--- config.mk ---
export PLATFORM = sky130hd
export DESIGN_NAME = hmm_seq_gen
export DESIGN_NICKNAME = d
export VERILOG_FILES = /design/src/rtl/hmm_pkg.sv /design/src/rtl/hmm_cat_sampler.sv /design/src/rtl/hmm_seq_gen.sv
export SDC_FILE = /design/constraint.sdc
export NUM_CORES = 1
export LEC_CHECK = 0
export CAP_MARGIN = 5
export CELL_PAD_IN_SITES_DETAIL_PLACEMENT = 1
export CELL_PAD_IN_SITES_GLOBAL_PLACEMENT = 1
export CORE_UTILIZATION = 32
export CTS_BUF_LIST = sky130_fd_sc_hd__clkbuf_16
export DETAILED_ROUTE_END_ITERATION = 6
export PLACE_DENSITY = 0.95
export SLEW_MARGIN = 5
export SYNTH_ARGS = -nofsm -noshare
export SYNTH_HDL_FRONTEND = slang
export SYNTH_HIERARCHICAL = 1
export SYNTH_SLANG_ARGS = --single-unit
--- constraint.sdc ---
create_clock -name clk -period 7.1 [get_ports clk]
set_clock_uncertainty 0.05 [all_clocks]
set_input_delay 0.71 -clock clk [delete_from_list [all_inputs] [get_ports clk]]
set_output_delay 0.71 -clock clk [all_outputs]
set_load 0.02 [all_outputs]
--- src/rtl/hmm_pkg.sv ---
// rtl/hmm_pkg.sv - shared constants, FSM states and helpers for the HMM sequence generator
package hmm_pkg;

    localparam logic [31:0] LFSR_MASK = 32'hA300_0000;
    localparam int          PROB_ONE  = 1 << 16;

    typedef enum logic [2:0] {
        IDLE,
        INIT,
        DRAW_OBS,
        EMIT,
        DRAW_ST,
        FINISH
    } hmm_state_e;

    function automatic int idx_width(input int n);
        return (n <= 1) ? 1 : $clog2(n);
    endfunction

    function automatic int cnt_width(input int n);
        return $clog2(n + 1);
    endfunction

    function automatic logic [31:0] lfsr_step(input logic [31:0] v);
        return v[0] ? ((v >> 1) ^ LFSR_MASK) : (v >> 1);
    endfunction

endpackage

--- src/rtl/hmm_cat_sampler.sv ---
// rtl/hmm_cat_sampler.sv - categorical draw: first index whose cumulative threshold exceeds r
module hmm_cat_sampler
    import hmm_pkg::*;
#(
    parameter int M  = 3,
    parameter int P  = 16,
    localparam int IW = idx_width(M)
) (
    input  logic [P-1:0] r,
    input  logic [P:0]   cum [M],
    output logic [IW-1:0] idx
);

    logic found;

    // Priority scan; falls back to the last index when no threshold qualifies.
    always_comb begin
        idx   = IW'(M - 1);
        found = 1'b0;
        for (int m = 0; m < M; m++) begin
            if (!found && ({1'b0, r} < cum[m])) begin
                idx   = IW'(m);
                found = 1'b1;
            end
        end
    end

endmodule

--- src/rtl/hmm_seq_gen.sv ---
// rtl/hmm_seq_gen.sv - HMM state-path sampler and observation streamer
module hmm_seq_gen
    import hmm_pkg::*;
#(
    parameter int          N    = 16,
    parameter int          I    = 3,
    parameter int          K    = 3,
    parameter int          P    = 16,
    parameter logic [31:0] SEED = 32'h1ACE_B00C,
    localparam int         LW   = cnt_width(N),
    localparam int         SW   = idx_width(I),
    localparam int         OW   = idx_width(K)
) (
    input  logic          clk,
    input  logic          rst_n,
    input  logic          start,
    input  logic [LW-1:0] length,
    input  logic          seed_load,
    input  logic [31:0]   seed,
    input  logic [P:0]    cumC [I],
    input  logic [P:0]    cumA [I*I],
    input  logic [P:0]    cumB [I*K],
    output logic [OW-1:0] obs_out,
    output logic          obs_valid,
    input  logic          obs_ready,
    output logic [SW-1:0] state_path [N],
    output logic          busy,
    output logic          done
);

    hmm_state_e    state_q, state_d;
    logic [31:0]   lfsr_q, lfsr_d;
    logic [LW-1:0] len_q, len_d;
    logic [LW-1:0] t_q, t_d;
    logic [SW-1:0] s_q, s_d;
    logic [OW-1:0] obs_q, obs_d;
    logic          valid_q, valid_d;
    logic          busy_q, busy_d;
    logic          done_q, done_d;
    logic [SW-1:0] path_q [N];
    logic [SW-1:0] path_d [N];

    logic [P:0]    st_row [I];
    logic [P:0]    ob_row [K];
    logic [SW-1:0] st_idx;
    logic [OW-1:0] ob_idx;
    logic [LW-1:0] eff_len;

    assign eff_len = (length > LW'(N)) ? LW'(N) : length;

    // INIT draws from the initial distribution, DRAW_ST from the current state's transition row.
    always_comb begin
        for (int j = 0; j < I; j++) begin
            st_row[j] = cumC[j];
            if (state_q != INIT) begin
                st_row[j] = cumA[j];
                for (int i = 0; i < I; i++) begin
                    if (s_q == SW'(i)) st_row[j] = cumA[i*I + j];
                end
            end
        end
        for (int j = 0; j < K; j++) begin
            ob_row[j] = cumB[j];
            for (int i = 0; i < I; i++) begin
                if (s_q == SW'(i)) ob_row[j] = cumB[i*K + j];
            end
        end
    end

    hmm_cat_sampler #(.M(I), .P(P)) u_state_sampler (
        .r   (lfsr_q[P-1:0]),
        .cum (st_row),
        .idx (st_idx)
    );

    hmm_cat_sampler #(.M(K), .P(P)) u_obs_sampler (
        .r   (lfsr_q[P-1:0]),
        .cum (ob_row),
        .idx (ob_idx)
    );

    always_comb begin
        state_d = state_q;
        lfsr_d  = lfsr_q;
        len_d   = len_q;
        t_d     = t_q;
        s_d     = s_q;
        obs_d   = obs_q;
        valid_d = valid_q;
        busy_d  = busy_q;
        done_d  = done_q;
        path_d  = path_q;
        case (state_q)
            IDLE: begin
                if (seed_load) begin
                    lfsr_d = (seed == 32'd0) ? SEED : seed;
                end else if (start) begin
                    if (eff_len == '0) begin
                        state_d = FINISH;
                    end else begin
                        len_d   = eff_len;
                        t_d     = '0;
                        busy_d  = 1'b1;
                        state_d = INIT;
                    end
                end
            end
            INIT: begin
                s_d     = st_idx;
                lfsr_d  = lfsr_step(lfsr_q);
                state_d = DRAW_OBS;
            end
            DRAW_OBS: begin
                obs_d   = ob_idx;
                valid_d = 1'b1;
                lfsr_d  = lfsr_step(lfsr_q);
                state_d = EMIT;
            end
            EMIT: begin
                if (valid_q && obs_ready) begin
                    for (int i = 0; i < N; i++) begin
                        if (t_q == LW'(i)) path_d[i] = s_q;
                    end
                    valid_d = 1'b0;
                    if (t_q == len_q - LW'(1)) begin
                        busy_d  = 1'b0;
                        done_d  = 1'b1;
                        state_d = FINISH;
                    end else begin
                        state_d = DRAW_ST;
                    end
                end
            end
            DRAW_ST: begin
                s_d     = st_idx;
                lfsr_d  = lfsr_step(lfsr_q);
                t_d     = t_q + LW'(1);
                state_d = DRAW_OBS;
            end
            FINISH: begin
                // A zero-length request enters with done low; raise it before allowing the exit.
                if (!done_q) begin
                    done_d = 1'b1;
                end else if (!start) begin
                    done_d  = 1'b0;
                    state_d = IDLE;
                end
            end
            default: state_d = IDLE;
        endcase
    end

    always_ff @(posedge clk or negedge rst_n) begin
        if (!rst_n) begin
            state_q <= IDLE;
            lfsr_q  <= SEED;
            len_q   <= '0;
            t_q     <= '0;
            s_q     <= '0;
            obs_q   <= '0;
            valid_q <= 1'b0;
            busy_q  <= 1'b0;
            done_q  <= 1'b0;
            for (int i = 0; i < N; i++) path_q[i] <= '0;
        end else begin
            state_q <= state_d;
            lfsr_q  <= lfsr_d;
            len_q   <= len_d;
            t_q     <= t_d;
            s_q     <= s_d;
            obs_q   <= obs_d;
            valid_q <= valid_d;
            busy_q  <= busy_d;
            done_q  <= done_d;
            path_q  <= path_d;
        end
    end

    assign obs_out    = obs_q;
    assign obs_valid  = valid_q;
    assign busy       = busy_q;
    assign done       = done_q;
    assign state_path = path_q;

endmodule

==> metrics.yaml <==
status: "complete, no violations"
design_area_sq_mm: 0.0117
crit_path_max_incr_delay_ps: 1060
worstPathArrival_ps: 4470
path_class: "flip-flop to flip-flop"
antenna_found_initial: 2
slew_viol_final: 0
tightest_slew_ps: 1100
tns_ps: 0
dp_hpwl_mm: 24.4
leakagePower_nw: 4.83
core_sq_mm: 0.0246
r2r_slack_ps: 2810
port_buffers: 316
cp-start-kind: "flip-flop"
die_w_um: 161
grtUsageTotal_pct: 23.8
rr_worst_depth: 11
root_buffer: "clkbuf_16"
tritoncts: "built"
dieHeight_um: 161
post-place-cells: 1574
drt-vias-per-instance: 5.27
cts.sinks: 84
yosys_warnings: 6
layout_common_cells: "clkdlybuf4s50_1 (315), nand2_1 (138), o21ai_0 (84)"
post_cts_resized: 0
finalCritPeriodShare_pct: 60.4
cp-end-kind: "flip-flop"
p_per_area_mw_per_mm2: 338
rsz0062_at_grt: "no"
clk_latency_ps: 340
fin_cells: 1591
design.die.area_sq_mm: 0.0260
setup_viol: 0
placed_area_sq_mm: 0.0114
rows: 57
r2r_start: "s_q[0]"
wl_per_cell_um: 19.8
cp_cell_sequence: "buf_4, mux2_2, o21ai_0, o21ai_0, inv_1, ha_1, a21oi_1, a211oi_1, o31ai_1, a211oi_2, mux2_2"
area_growth_pct: 44.1
syn_avg_cell_area_sq_um: 8.06
grt.overflow.total: 0
path_clk_slew_ps: 60
first_pass_iters: 4
drv_cap: 0
clock.fmax_mhz: 233
crit_required_ps: 7280
grt_pass1_vias: 8977
syn-num-nets: 1472
postRouteAntennaNets: 0
crit_fanout: 75
start_util_pct: 33.0
first_iter_violations: 369
final_hold_viol_count: 0
ios: 436
gp_congestion: 0.845
relSlewSlack_pct: 26.8
reg2reg_to: "s_q[0]"
slowest_stage: "dfrtp_4"
syn_inst: 1007
fin_crit_ps: 4290
layout_commonest_cell: "clkdlybuf4s50_1"
cts_hold_buf: 0
fin_nets: 1726
grt_pass1_wl_mm: 48.5
hold_class: "flip-flop to flip-flop"
grt_max_degree: 95
via_count: 8387
syn_area_sq_mm: 0.00812
clk_path_buf_depth: 2
numCtsBuffers: 9
crit_path_start: "s_q[0]"
max-vdd-ir-drop_mv: 0.209
htreeDepth: 3
drc: 0
totalWireLength_mm: 31.5
drive_above_1_share_pct: 9.56
hold_depth: 1
crit_path_end: "s_q[0]"
post_cts_buffers: 0
registers in the layout, summed over array words and instances (netlist names):
name        flops
busy            1
done            1
len_q           5
lfsr_q         32
obs_out         2
obs_valid       1
s_q             2
state_path     32
state_q         3
t_q             5
worst min-delay path by stage:
| stage | to | slack [ps] | startpoint |
|---|---|---|---|
| 2_1_floorplan | busy | 360 | rst_n |
| 3_3_place_gp | state_path[16] | 420 | state_path[16] |
| 3_5_place_dp | state_path[19] | 420 | state_path[19] |
| 4_1_cts | state_path[19] | 440 | state_path[19] |
| 5_1_grt | state_path[17] | 460 | state_path[17] |
| 6_report | state_path[19] | 440 | state_path[19] |
cell type report:
| cell class | count | area [sq um] |
|---|---|---|
| multi-input cells | 772 | 5390 |
| clock buffers | 9 | 225 |
| flip-flops and latches | 84 | 2130 |
| well taps | 324 | 405 |
| inverters | 72 | 270 |
| clock inverters | 7 | 76.3 |
| fillers | 2911 | 12900 |
| repair buffers | 322 | 3210 |
| diodes | 1 | 2.50 |
per-stage QoR:
stage | hold slack (ps) | worst slack (ps) | power (mW) | util (%)
global route | 464 | 2560 | 4.33 | 47.5
global placement | 417 | 2980 | 3.30 | 46.3
CTS | 440 | 2810 | 3.99 | 47.5
finish | 440 | 2810 | 3.95 | 47.5
detailed placement | 425 | 2850 | 3.49 | 46.3
floorplan | 364 | 4250 | 2.67 | -
report_power, final:
| part | switching, mW | internal, mW |
|---|---|---|
| Combinational | 1.33 | 1.09 |
| Clock | 0.206 | 0.274 |
| Sequential | 0.374 | 0.675 |
| Total | 1.91 | 2.04 |
critical path: cells and delay by family (launching register included):
kind	cells	cell delay, ps
mux	2	700
fa+ha+maj	1	240
flops	1	1060
buf+inv	2	850
compound gates	6	1190
layer usage:
layer  track usage [%]  vias up  part of all wire [%]
li1                  -     4051                     -
met1              27.5     4019                    41
met2              44.3      268                    50
met3              4.83       47                   5.9
met4              6.17        2                   2.1
met5                 0        -                 0.035
(Power assumes the default switching activity.)
